===== src/rtl/alu_out_pipe_if.sv =====
// Handshake bundle between the ALU result pipe and its neighbours.
// ALU_OUT_PIPE_ZERO_FLAG_EN adds the out_zero signal.
interface alu_out_pipe_if #(
  parameter int WIDTH = 32,
  parameter int CNT_W = 3
);
  logic             in_valid;
  logic [WIDTH-1:0] in_data;
  logic             in_ready;
  logic             flush;
  logic             out_valid;
  logic [WIDTH-1:0] out_data;
  logic             out_ready;
  logic [CNT_W-1:0] occupancy;
`ifdef ALU_OUT_PIPE_ZERO_FLAG_EN
  logic             out_zero;

  modport master (
    output in_valid, in_data, flush, out_ready,
    input  in_ready, out_valid, out_data, occupancy, out_zero
  );
  modport slave (
    input  in_valid, in_data, flush, out_ready,
    output in_ready, out_valid, out_data, occupancy, out_zero
  );
`else
  modport master (
    output in_valid, in_data, flush, out_ready,
    input  in_ready, out_valid, out_data, occupancy
  );
  modport slave (
    input  in_valid, in_data, flush, out_ready,
    output in_ready, out_valid, out_data, occupancy
  );
`endif
endinterface


===== src/rtl/alu_out_pipe.sv =====
// Elastic DEPTH-stage ALU result pipe with bubble collapsing, flush and occupancy.
// Optional ALU_OUT_PIPE_ZERO_FLAG_EN carries an in_data==0 flag alongside each entry.
module alu_out_pipe #(
  parameter int WIDTH = 32,
  parameter int DEPTH = 2,
  parameter int CNT_W = 3
) (
  input  logic          clk,
  input  logic          reset,
  alu_out_pipe_if.slave bus
);
  logic [DEPTH-1:0] valid_reg;
  logic [DEPTH-1:0] valid_next;
  logic [DEPTH-1:0] prev_valid;
  logic [DEPTH-1:0] adv;
  logic [WIDTH-1:0] data_reg  [DEPTH];
  logic [WIDTH-1:0] prev_data [DEPTH];
  logic [CNT_W-1:0] occ_reg;
  logic [CNT_W-1:0] occ_next;
  logic             in_xfer;
  logic             out_xfer;
`ifdef ALU_OUT_PIPE_ZERO_FLAG_EN
  logic [DEPTH-1:0] zero_reg;
  logic [DEPTH-1:0] prev_zero;
`endif

  genvar gi;
  generate
    for (gi = 0; gi < DEPTH; gi++) begin : g_stage
      // A stage moves unless it and every stage ahead of it is full while downstream stalls.
      assign adv[gi] = bus.out_ready | ~(&valid_reg[DEPTH-1:gi]);
      if (gi == 0) begin : g_head
        assign prev_valid[gi] = bus.in_valid;
        assign prev_data[gi]  = bus.in_data;
`ifdef ALU_OUT_PIPE_ZERO_FLAG_EN
        assign prev_zero[gi]  = (bus.in_data == '0);
`endif
      end else begin : g_body
        assign prev_valid[gi] = valid_reg[gi-1];
        assign prev_data[gi]  = data_reg[gi-1];
`ifdef ALU_OUT_PIPE_ZERO_FLAG_EN
        assign prev_zero[gi]  = zero_reg[gi-1];
`endif
      end
      assign valid_next[gi] = ~bus.flush & (adv[gi] ? prev_valid[gi] : valid_reg[gi]);
    end
  endgenerate

  assign in_xfer  = bus.in_valid & adv[0];
  assign out_xfer = valid_reg[DEPTH-1] & bus.out_ready;

  always_comb begin
    occ_next = occ_reg;
    if (bus.flush)
      occ_next = '0;
    else if (in_xfer && !out_xfer)
      occ_next = occ_reg + CNT_W'(1);
    else if (out_xfer && !in_xfer)
      occ_next = occ_reg - CNT_W'(1);
  end

  always_ff @(posedge clk or posedge reset) begin
    if (reset) begin
      valid_reg <= '0;
      occ_reg   <= '0;
      for (int k = 0; k < DEPTH; k++)
        data_reg[k] <= '0;
`ifdef ALU_OUT_PIPE_ZERO_FLAG_EN
      zero_reg  <= '0;
`endif
    end else begin
      valid_reg <= valid_next;
      occ_reg   <= occ_next;
      // Payload only moves on advance; flush clears validity, not data.
      for (int k = 0; k < DEPTH; k++) begin
        if (adv[k]) begin
          data_reg[k] <= prev_data[k];
`ifdef ALU_OUT_PIPE_ZERO_FLAG_EN
          zero_reg[k] <= prev_zero[k];
`endif
        end
      end
    end
  end

  assign bus.in_ready  = adv[0];
  assign bus.out_valid = valid_reg[DEPTH-1];
  assign bus.out_data  = valid_reg[DEPTH-1] ? data_reg[DEPTH-1] : '0;
  assign bus.occupancy = occ_reg;
`ifdef ALU_OUT_PIPE_ZERO_FLAG_EN
  assign bus.out_zero  = zero_reg[DEPTH-1] & valid_reg[DEPTH-1];
`endif
endmodule


===== src/flat_wrapper.sv =====
// flat-port wrapper written by rule: the top's interface ports become plain ports
module alu_out_pipe_flat 
#(
  parameter int WIDTH = 32,
  parameter int DEPTH = 2,
  parameter int CNT_W = 3
)
  (clk, reset, bus_in_valid, bus_in_data, bus_flush, bus_out_ready, bus_in_ready, bus_out_valid, bus_out_data, bus_occupancy);
  alu_out_pipe_if #(.WIDTH(WIDTH), .CNT_W(CNT_W)) bus_i ();
  input  logic clk;
  input  logic reset;
  input wire logic [$bits(bus_i.in_valid)-1:0] bus_in_valid;
  input wire logic [$bits(bus_i.in_data)-1:0] bus_in_data;
  input wire logic [$bits(bus_i.flush)-1:0] bus_flush;
  input wire logic [$bits(bus_i.out_ready)-1:0] bus_out_ready;
  output wire logic [$bits(bus_i.in_ready)-1:0] bus_in_ready;
  output wire logic [$bits(bus_i.out_valid)-1:0] bus_out_valid;
  output wire logic [$bits(bus_i.out_data)-1:0] bus_out_data;
  output wire logic [$bits(bus_i.occupancy)-1:0] bus_occupancy;
  assign bus_i.in_valid = bus_in_valid;
  assign bus_i.in_data = bus_in_data;
  assign bus_i.flush = bus_flush;
  assign bus_i.out_ready = bus_out_ready;
  assign bus_in_ready = bus_i.in_ready;
  assign bus_out_valid = bus_i.out_valid;
  assign bus_out_data = bus_i.out_data;
  assign bus_occupancy = bus_i.occupancy;
  alu_out_pipe #(.WIDTH(WIDTH), .DEPTH(DEPTH), .CNT_W(CNT_W)) u_core (.clk(clk), .reset(reset), .bus(bus_i));
endmodule

===== config.mk =====
export PLATFORM = sky130hd
export DESIGN_NAME = alu_out_pipe_flat
export DESIGN_NICKNAME = d
export VERILOG_FILES = /design/src/rtl/alu_out_pipe_if.sv /design/src/rtl/alu_out_pipe.sv /design/src/flat_wrapper.sv
export SDC_FILE = /design/constraint.sdc
export NUM_CORES = 1
export LEC_CHECK = 0
export CAP_MARGIN = 20
export CORE_UTILIZATION = 49
export DETAILED_ROUTE_END_ITERATION = 12
export HOLD_SLACK_MARGIN = 0.06
export PLACE_DENSITY_LB_ADDON = 0.15
export SLEW_MARGIN = 20
export SYNTH_ARGS = -nofsm -noshare
export SYNTH_HDL_FRONTEND = slang
export SYNTH_SLANG_ARGS = --single-unit
export TNS_END_PERCENT = 10

===== constraint.sdc =====
create_clock -name clk -period 2.6 [get_ports clk]
set_input_delay 0.26 -clock clk [delete_from_list [all_inputs] [get_ports clk]]
set_output_delay 0.26 -clock clk [all_outputs]
set_load 0.05 [all_outputs]

==> results.toml, run 1 <==
[outcome]
status = "finished, final reports clean"

[layout]
diodes = 0
drive_above_1_share_pct = 32.86
layout.cells.non_filler = 358
nets = 316
fill_cells = 439
areaGrowthSynthToFinish_pct = 33.97
largest_reg_flops = 64

[sta]
tightest_slew_ns = 0.6317
final-hold-violation-count = 0
fin_crit_ns = 2.392
finalSetupViolCount = 0
fin_crit_sh_pct = 92.00
rsz0062_at_grt = "false"
fin_tns_setup_ns = 0
maxSlewHeadroom_pct = 57.85
finClkSkew_ns = 0.004720
max_freq_mhz = 418.0
slew_viol_final = 0

[placed_design]
hpwl_um = 3513
dpl.cell_count = 342
globalplace.congestion = 0.7096
io_buffers = 73

[power_and_ir_drop]
ir_worst_vdd_uv = 412.9
p_leak_nw = 1.789
powerDensity_mw_per_mm2 = 645.3

[global_route]
gr-total-overflow = 0
grt_pass1_wl_um = 8921
grt_max_degree = 35
antenna_found_initial = 0
grtUsageTotal_pct = 19.10
first_global_vias = 1804

[min_path]
hold_class = "input port to async pin"

[route]
routedWlPerCell_um = 15.27
vias = 1796
first_pass_iters = 4
drtAntennaViolNets = 0
post-route-drc-count = 0
via_per_inst = 5.017
drt_iter0_drc = 78
routed_wl_um = 5466

[floorplanning]
placementRows = 28
fp.dieH_um = 80.22
die_x_um = 80.22
die-area_mm2 = 0.006435
core_mm2 = 0.005921
initial_core_util_pct = 50.63
ioPinCount = 74

[clock_tree]
cts_tree = "built"
postCtsSetupRepairBufs = 0
cts_num_sinks = 69
cts_resized = 0
cts-root-buf = "clkbuf_8"
clkLatencyLatePin_ns = 0.34
cts-buffers-inserted = 9
clk_pin_slew_worst_paths_ns = 0.07
h-tree-depth = 3
cts_hold_buf = 0
clk_path_buf_depth = 2

[synthesis]
synth_enable_flop_cells = 0
synth_cells = 200
ys_seq_elements = 69
async_reset_ff_share_pct = 100.0
ys_seq_area_share_pct = 57.60
syn_area_mm2 = 0.002998
syn-num-nets = 238
syn_avg_cell_area_um2 = 14.99
synthFlopType = "dfrtp_1"
ys_types = 25
yosys_warnings = 0

[setup_path]
path_max_fanout = 29
worstSetupEndpointType = "output port"
crit_type = "flip-flop to output port"
worstPathRequired_ns = 2.34
r2r_cells = 6
start_kind = "flip-flop"
worstPathArrival_ns = 2.13
regToRegSetupSlack_ns = 0.73

[run]
cap_violations = 0
-- critical path, stage by stage, from the launching register on --
cell	delay (ns)
dfrtp_1	0.49
buf_4	0.32
and2_1	0.19
clkdlybuf4s50_1	0.80
-- metrics by stage --
step	setup WS [ns]	util [%]	cell area, µm²	total power [mW]	hold slack [ns]
final	0.2079	67.84	4016	2.592	0.2895
after global routing	0.08696	67.84	4016	2.709	0.3407
after CTS	0.1668	67.84	4016	2.628	0.2932
after detailed placement	0.4010	63.88	3782	1.630	0.4862
after global placement	0.5302	63.88	3782	1.619	0.4800
after floorplan	0.5599	-	2998	1.470	0.3264
-- per-layer routing --
| metal | vias up | global-route usage, % | routed length [µm] |
|---|---|---|---|
| met2 | 56 | 30.26 | 2566 |
| met5 | - | 0 | 0 |
| met1 | 892 | 23.93 | 2499 |
| li1 | 842 | - | - |
| met4 | 0 | 6.964 | 65 |
| met3 | 6 | 7.045 | 335 |
-- Yosys cell counts, types with 3 or more instances --
master,instances,area (µm²)
dfrtp_1,69,1727
mux2_2,35,394.1
and2_1,33,206.5
mux2_4,29,435.4
nor2b_1,4,25.02
buf_2,3,15.01
buf_6,3,33.78
clkbuf_1,3,11.26
inv_1,3,11.26
nor2_1,3,11.26
-- power by group --
group	internal [mW]	switching, mW	total (mW)
Sequential	1.15	0.0446	1.20
Clock	0.592	0.394	0.986
Combinational	0.199	0.211	0.411
Total	1.94	0.650	2.59
-- cell families after synthesis --
family | after synthesis | synth area share [%]
DFF | 69 | 57.60
AOI/OAI and AO/OA | 8 | 2.170
muxes | 64 | 27.67
and+or+nand+nor | 45 | 9.265
adders and majority gates | 1 | 0.6678
buffers and inverters | 13 | 2.629
-- layout make-up --
class	instances	area, µm²	share of cell area (%)
clock buffer	11	151.4	3.769
multi-input combinational	118	1200	29.88
timing repair buffer	77	750.7	18.69
sequential	69	1727	42.99
clock inverter	5	82.58	2.056
tap	75	93.84	2.336
inverter	3	11.26	0.2804
-- placed cells by master (no fill, tap or decap), types with 2 or more instances in the layout --
cell type / instances
nor2b_1: 3
nor2_1: 3
clkdlybuf4s50_1: 69
and2_1: 33
clkbuf_8: 11
bufinv_16: 2
dfrtp_1: 69
clkinvlp_4: 3
mux2_4: 29
buf_4: 8
mux2_2: 35
inv_1: 2
-- worst paths after layout --
kind,to,startpoint
worst min register to register,u_core.data_reg[4],u_core.data_reg[4]
worst max register to register,u_core.bus.occupancy[2],u_core.valid_reg[1]
max in group asynchronous,u_core.data_reg[15],reset
worst max-delay path,bus_out_data[12],u_core.valid_reg[1]
min in group clk,u_core.data_reg[4],u_core.data_reg[4]
worst min-delay path,u_core.data_reg[16],reset
No activity file was read; power rests on OpenSTA's default activity.
==> run 2: changes to the inputs <==
CTS_CLUSTER_DIAMETER = 30   (was default)
==> results of run 2 <==
No change in the layout: final DEF, timing and power equal those of run 1.
